--- src/rtl/tetris_pkg.sv ---
// Shared tetromino types and constants for the piece pipeline.
package tetris_pkg;

   localparam int unsigned piece_width_gp = 3;
   localparam logic [2:0]  piece_invalid_gp = 3'd7;

   typedef enum logic [2:0] {
      I = 3'd0,
      O = 3'd1,
      T = 3'd2,
      S = 3'd3,
      Z = 3'd4,
      J = 3'd5,
      L = 3'd6
   } piece_e;

endpackage

--- src/rtl/piece_shift_queue.sv ---
// Shift queue of piece IDs: entry 0 is the head, dequeue shifts toward the head,
// append lands at the tail. Slots at or above count are kept at zero.
module piece_shift_queue
   import tetris_pkg::*;
#(
   parameter int unsigned els_p = 4
) (
   input  logic                                      clk_i,
   input  logic                                      reset_i,
   input  logic                                      enq_i,
   input  logic                                      deq_i,
   input  logic [piece_width_gp-1:0]                 data_i,
   output logic [els_p-1:0][piece_width_gp-1:0]      entries_o,
   output logic [$clog2(els_p+1)-1:0]                count_o,
   output logic                                      valid_o
);

   localparam int unsigned cnt_w = $clog2(els_p + 1);

   logic [els_p-1:0][piece_width_gp-1:0] entries_n;
   logic [cnt_w-1:0]                     count_n;
   logic [cnt_w-1:0]                     tail_idx;

   // Next-state: shift on dequeue, then write the tail slot on enqueue.
   always_comb begin
      entries_n = entries_o;
      count_n   = count_o;
      tail_idx  = deq_i ? (count_o - cnt_w'(1)) : count_o;
      if (deq_i) begin
         for (int unsigned k = 0; k < els_p - 1; k++) begin
            entries_n[k] = entries_o[k+1];
         end
         entries_n[els_p-1] = '0;
      end
      if (enq_i) begin
         for (int unsigned k = 0; k < els_p; k++) begin
            if (cnt_w'(k) == tail_idx) begin
               entries_n[k] = data_i;
            end
         end
      end
      if (enq_i && !deq_i) begin
         count_n = count_o + cnt_w'(1);
      end else if (deq_i && !enq_i) begin
         count_n = count_o - cnt_w'(1);
      end
   end

   // Storage, count and registered valid flag.
   always_ff @(posedge clk_i) begin
      if (reset_i) begin
         entries_o <= '0;
         count_o   <= '0;
         valid_o   <= 1'b0;
      end else begin
         entries_o <= entries_n;
         count_o   <= count_n;
         valid_o   <= (count_n != '0);
      end
   end

endmodule

--- src/rtl/piece_queue.sv ---
// Piece queue: filters LFSR words into tetromino IDs and buffers upcoming pieces.
// Optional 7-bag mode is enabled by defining PIECE_QUEUE_BAG_EN.
module piece_queue
   import tetris_pkg::*;
#(
   parameter int unsigned width_p = 4,
   parameter int unsigned els_p   = 4
) (
   input  logic                                clk_i,
   input  logic                                reset_i,
   input  logic [width_p-1:0]                  random_i,
   output logic [piece_width_gp-1:0]           piece_o,
   output logic                                v_o,
   input  logic                                yumi_i,
   output logic [piece_width_gp*els_p-1:0]     preview_o,
   output logic [$clog2(els_p+1)-1:0]          count_o
);

   localparam int unsigned cnt_w = $clog2(els_p + 1);

   logic [piece_width_gp-1:0]                cand;
   logic [els_p-1:0][piece_width_gp-1:0]     entries;
   logic                                     deq;
   logic                                     room;
   logic                                     bag_ok;
   logic                                     accept;
   logic [6:0]                               cand_bit;

   assign cand     = random_i[piece_width_gp-1:0];
   assign cand_bit = 7'(7'd1 << cand);
   assign deq      = yumi_i && v_o;
   assign room     = (count_o < cnt_w'(els_p)) || deq;
   assign accept   = (cand != piece_invalid_gp) && room && bag_ok;

   // Upper LFSR bits carry no information for piece selection.
   generate
      if (width_p > piece_width_gp) begin : g_hi
         logic unused_hi;
         assign unused_hi = ^random_i[width_p-1:piece_width_gp];
      end
   endgenerate

`ifdef PIECE_QUEUE_BAG_EN
   logic [6:0] used_mask;
   logic [6:0] used_next;

   assign bag_ok    = ((used_mask & cand_bit) == 7'd0);
   assign used_next = used_mask | cand_bit;

   // Bag mask: mark each accepted ID, restart the bag once all seven are taken.
   always_ff @(posedge clk_i) begin
      if (reset_i) begin
         used_mask <= 7'd0;
      end else if (accept) begin
         used_mask <= (used_next == 7'h7f) ? 7'd0 : used_next;
      end
   end
`else
   logic unused_bit;
   assign bag_ok     = 1'b1;
   assign unused_bit = ^cand_bit;
`endif

   piece_shift_queue #(.els_p(els_p)) u_queue (
      .clk_i     (clk_i),
      .reset_i   (reset_i),
      .enq_i     (accept),
      .deq_i     (deq),
      .data_i    (cand),
      .entries_o (entries),
      .count_o   (count_o),
      .valid_o   (v_o)
   );

   assign piece_o   = entries[0];
   assign preview_o = entries;

`ifndef SYNTHESIS
   // Taking a piece from an empty queue is a consumer protocol error.
   always_ff @(posedge clk_i) begin
      if (!reset_i) begin
         assert (!(yumi_i && !v_o))
            else $warning("piece_queue: yumi_i asserted while queue empty, ignored");
      end
   end
`endif

endmodule
--- config.mk ---
export PLATFORM = sky130hd
export DESIGN_NAME = piece_queue
export DESIGN_NICKNAME = d
export VERILOG_FILES = /design/src/rtl/tetris_pkg.sv /design/src/rtl/piece_shift_queue.sv /design/src/rtl/piece_queue.sv
export SDC_FILE = /design/constraint.sdc
export NUM_CORES = 1
export LEC_CHECK = 0
export CAP_MARGIN = 0
export CELL_PAD_IN_SITES_DETAIL_PLACEMENT = 1
export CELL_PAD_IN_SITES_GLOBAL_PLACEMENT = 1
export CORE_MARGIN = 2
export CORE_UTILIZATION = 37
export CTS_CLUSTER_DIAMETER = 120
export DETAILED_ROUTE_END_ITERATION = 8
export GPL_TIMING_DRIVEN = 0
export PLACE_DENSITY_LB_ADDON = 0.1
export RECOVER_POWER = 25
export SLEW_MARGIN = 25
export SYNTH_ARGS = -nofsm -noshare
export SYNTH_HDL_FRONTEND = slang
export SYNTH_SLANG_ARGS = --single-unit
--- constraint.sdc ---
create_clock -name clk_i -period 5 [get_ports clk_i]
set_input_delay 0.5 -clock clk_i [delete_from_list [all_inputs] [get_ports clk_i]]
set_output_delay 0.5 -clock clk_i [all_outputs]
set_load 0.02 [all_outputs]
==> metrics.md <==
| Metric | Value |
|---|---|
| Sequential group share of total power | roughly 30% |
| Max incr delay on CP | 0.57 ns |
| Met2 routed WL | 1200 um |
| Drt pass-1 iters | 4 |
| Commonest cells after routing, fill and taps aside | nand2_1, clkdlybuf4s50_1, dfxtp_1, mux2i_1 |
| First DRT Iteration DRCs | 12 |
| Area after DPL | roughly 0.0012 mm2 |
| Non-Filler Instances | 161 |
| IO buf count | 23 |
| Gr ovfl total | 0 |
| Die Ht | 53.9 um |
| Setup Fix Bufs, Post-CTS | 0 |
| CP Class | input pin to flip-flop |
| Initial antenna violation count | 0 |
| Antenna fix cells | 0 |
| Slew Viols, Final | 0 |
| RSZ-0062 raised after global routing | false |
| Cell depth of the worst hold path | 2 |
| Worst Min Path Start | u_queue.entries_o[11] |
| Row count | 18 |
| CTS tree | yes |
| Int Pwr | 0.000419 W |
| Number of top-level pins | 26 |
| Post-CTS Resized | 0 |
| Die ar. | 0.00291 mm2 |
| Total track usage | a little under a fifth |
| FFs w/ async S/R, synth | 0% |
| Synthesized area | 922 um2 |
| Antenna-violating nets left | 0 |
| Comb power frac | roughly three fifths |
| Crit path launch type | input pin |
| Largest net degree at the start of global routing | 11 |
| Number of global-route vias before repair | 836 |
| Worst Hold End | u_queue.entries_o[11] |
| Worst-Skew Late Latency | 0.28 ns |
| Status | finished clean |
| Post-synthesis sequential area ratio | 34.7% |
| CP Capture Type | flip-flop |
| Leakage power | between 0.5 and 0.6 nW |
| R2R Path Start | u_queue.count_o[0] |
| R2R Setup Slk | around 3 ns |
| MaxCap Viol Count | 0 |
| Critical Path Slowest Stage Cell | dlygate4sd3_1 |
| Hold Violations, Final | 0 |
| Fin nets | 141 |
| Fmax | 471 MHz |
| Yosys cell types | 33 |
| Clock share of power | between 10% and 20% |
| Share of cells above drive strength 1 | 8.40% |
| Via count | 877 |
| Setup_tns | 0 ns |
| Cells after synthesis | 104 |
| CTS Sinks | 16 |
| Worst EP arrival | roughly 2.3 ns |
| Htree depth | 1 |
| Clock buffer depth | 2 |
| Avg Inst Size Synth | 8.87 um2 |
| Final Skew | 0.00489 ns |
| Required @ worst endpoint | between 5 and 6 ns |
| Setup-failing EPs final | 0 |
| Syn_nets | 113 |
| Total CTS buffers | 3 |
| Worst path cell trace | dlygate4sd3_1 -> nand3_1 -> mux2i_2 -> mux2_1 -> or3_1 |
| Worst-Margin Slew | 0.567 ns |
| CTS root buf | clkbuf_4 |
| WL met1 | 1040 um |
| Worst r2r path cells | 6 |
| Ys Warns | 0 |
| Maximum vdd ir drop | 0.344 mV |
| # DRC | 0 |
| EDFF count, synth | 0 |
| Tmin final | 2.12 ns |
| Finished layout cell area | 0.00122 mm2 |
| Final core utilization | about half |
| Initial core utilization | between 30% and 40% |
| Worst slew margin | 61.8% |
| Pwr/cell area | 599 mW/mm2 |
| Worst Hold Class | flip-flop to flip-flop |
| Critical path peak fanout | 6 |
| RR Endpoint | u_queue.entries_o[2] |
| Wirelength, routed | between 2000 and 2500 um |
| DP Wirelength | roughly 1800 um |
| Sw frac | a little over two fifths |
| Clock slew at reported path FFs | 0.10 ns |
| Area of the core | 0.00241 mm2 |
| First-pass GRT wire length | 3790 um |
| WL per Instance | 14.5 um |
| Flops & latches, synth | 16 |
| Area added between synthesis and finish | 32.6% |
| Max Used Layer | met4 |
| Net Switching | about 0.00031 W |
| Die X-Extent | 53.9 um |
| GPL Wtd Cong | around 0.79 |
| Vias per inst | ~5.4 |
| Placed Cells | 157 |
| Crit share post-route | a little over two fifths |
| Hold slack | 0.517 ns |
| Post-synth top flop | dfxtp_1 |
| Met3 routed wirelength | 79 um |
| # hold bufs at CTS | 0 |
==> metal layers <==
metal	up-vias	track usage [%]
met4	0	5.98
met3	2	2.50
li1	428	-
met2	19	33.1
met1	428	21.5
met5	-	0
==> worst max path at each step <==
stage | from | end | slack, ns | depth (start not counted)
2_1_floorplan | u_queue.count_o[0] | u_queue.entries_o[0] | 3.15 | 6
3_3_place_gp | yumi_i | u_queue.valid_o | 2.66 | 6
3_5_place_dp | yumi_i | u_queue.valid_o | 2.65 | 6
4_1_cts | yumi_i | u_queue.valid_o | 2.96 | 6
5_1_grt | random_i[2] | u_queue.valid_o | 2.83 | 5
6_report | random_i[2] | u_queue.valid_o | 2.88 | 5
==> kinds of logic after synthesis <==
group	after synthesis	synth area share, %
simple gates	38	21.7
mux	14	16.1
fa+ha+maj	2	2.71
xor+xnor	1	0.950
buf+inv	11	6.51
flops	16	34.7
compound gates	22	17.2
==> cell usage after synthesis, types with 2 or more instances <==
master	n	share of area (%)
mux2i_1	12	13
buf_1	2	0.81
inv_1	3	1.2
nand3_1	3	1.6
nand3b_1	5	4.1
nor2_1	2	0.81
nand2b_1	3	2.0
o21ai_0	3	1.6
nand2_1	17	6.9
a31oi_1	2	1.4
ha_1	2	2.7
or4_1	3	2.4
o31ai_1	3	2.4
clkbuf_1	2	0.81
a21o_1	6	4.9
dfxtp_1	16	35
buf_4	3	2.4
a21oi_1	2	1.1
==> final cells by class <==
type	instances	area [um2]
Timing Repair Buffer	23	230
Buffer	8	48.8
Multi-Input combinational cell	77	538
Clock buffer	4	36.3
Tap cell	30	37.5
Sequential cell	16	320
Inverter	3	11.3
Fill cell	298	1190
==> metrics by stage <==
step           power (W)  setup slack (ns)
2_1_floorplan   0.000500              3.15
3_3_place_gp    0.000651              2.66
3_5_place_dp    0.000659              2.65
4_1_cts         0.000750              2.96
5_1_grt         0.000786              2.83
6_report        0.000732              2.88
==> critical path: cells and delay by family <==
| kind | cells | cell delay (ns) |
|---|---|---|
| mux | 2 | 0.63 |
| simple gates | 2 | 0.60 |
| buf+inv | 1 | 0.57 |
==> registers in the layout, summed over array words and instances (netlist names) <==
| signal | count |
|---|---|
| u_queue.entries_o | 12 |
| u_queue.valid_o | 1 |
| u_queue.count_o | 3 |
==> power groups by stage <==
stage	clock network (W)	logic (W)	registers, W
final	0.0000858	0.000428	0.000218
after global routing	0.0000948	0.000466	0.000225
after CTS	0.0000898	0.000440	0.000220
after detailed placement	0	0.000436	0.000223
after global placement	0	0.000431	0.000220
after floorplan	0	0.000237	0.000263
(Power assumes the default switching activity.)
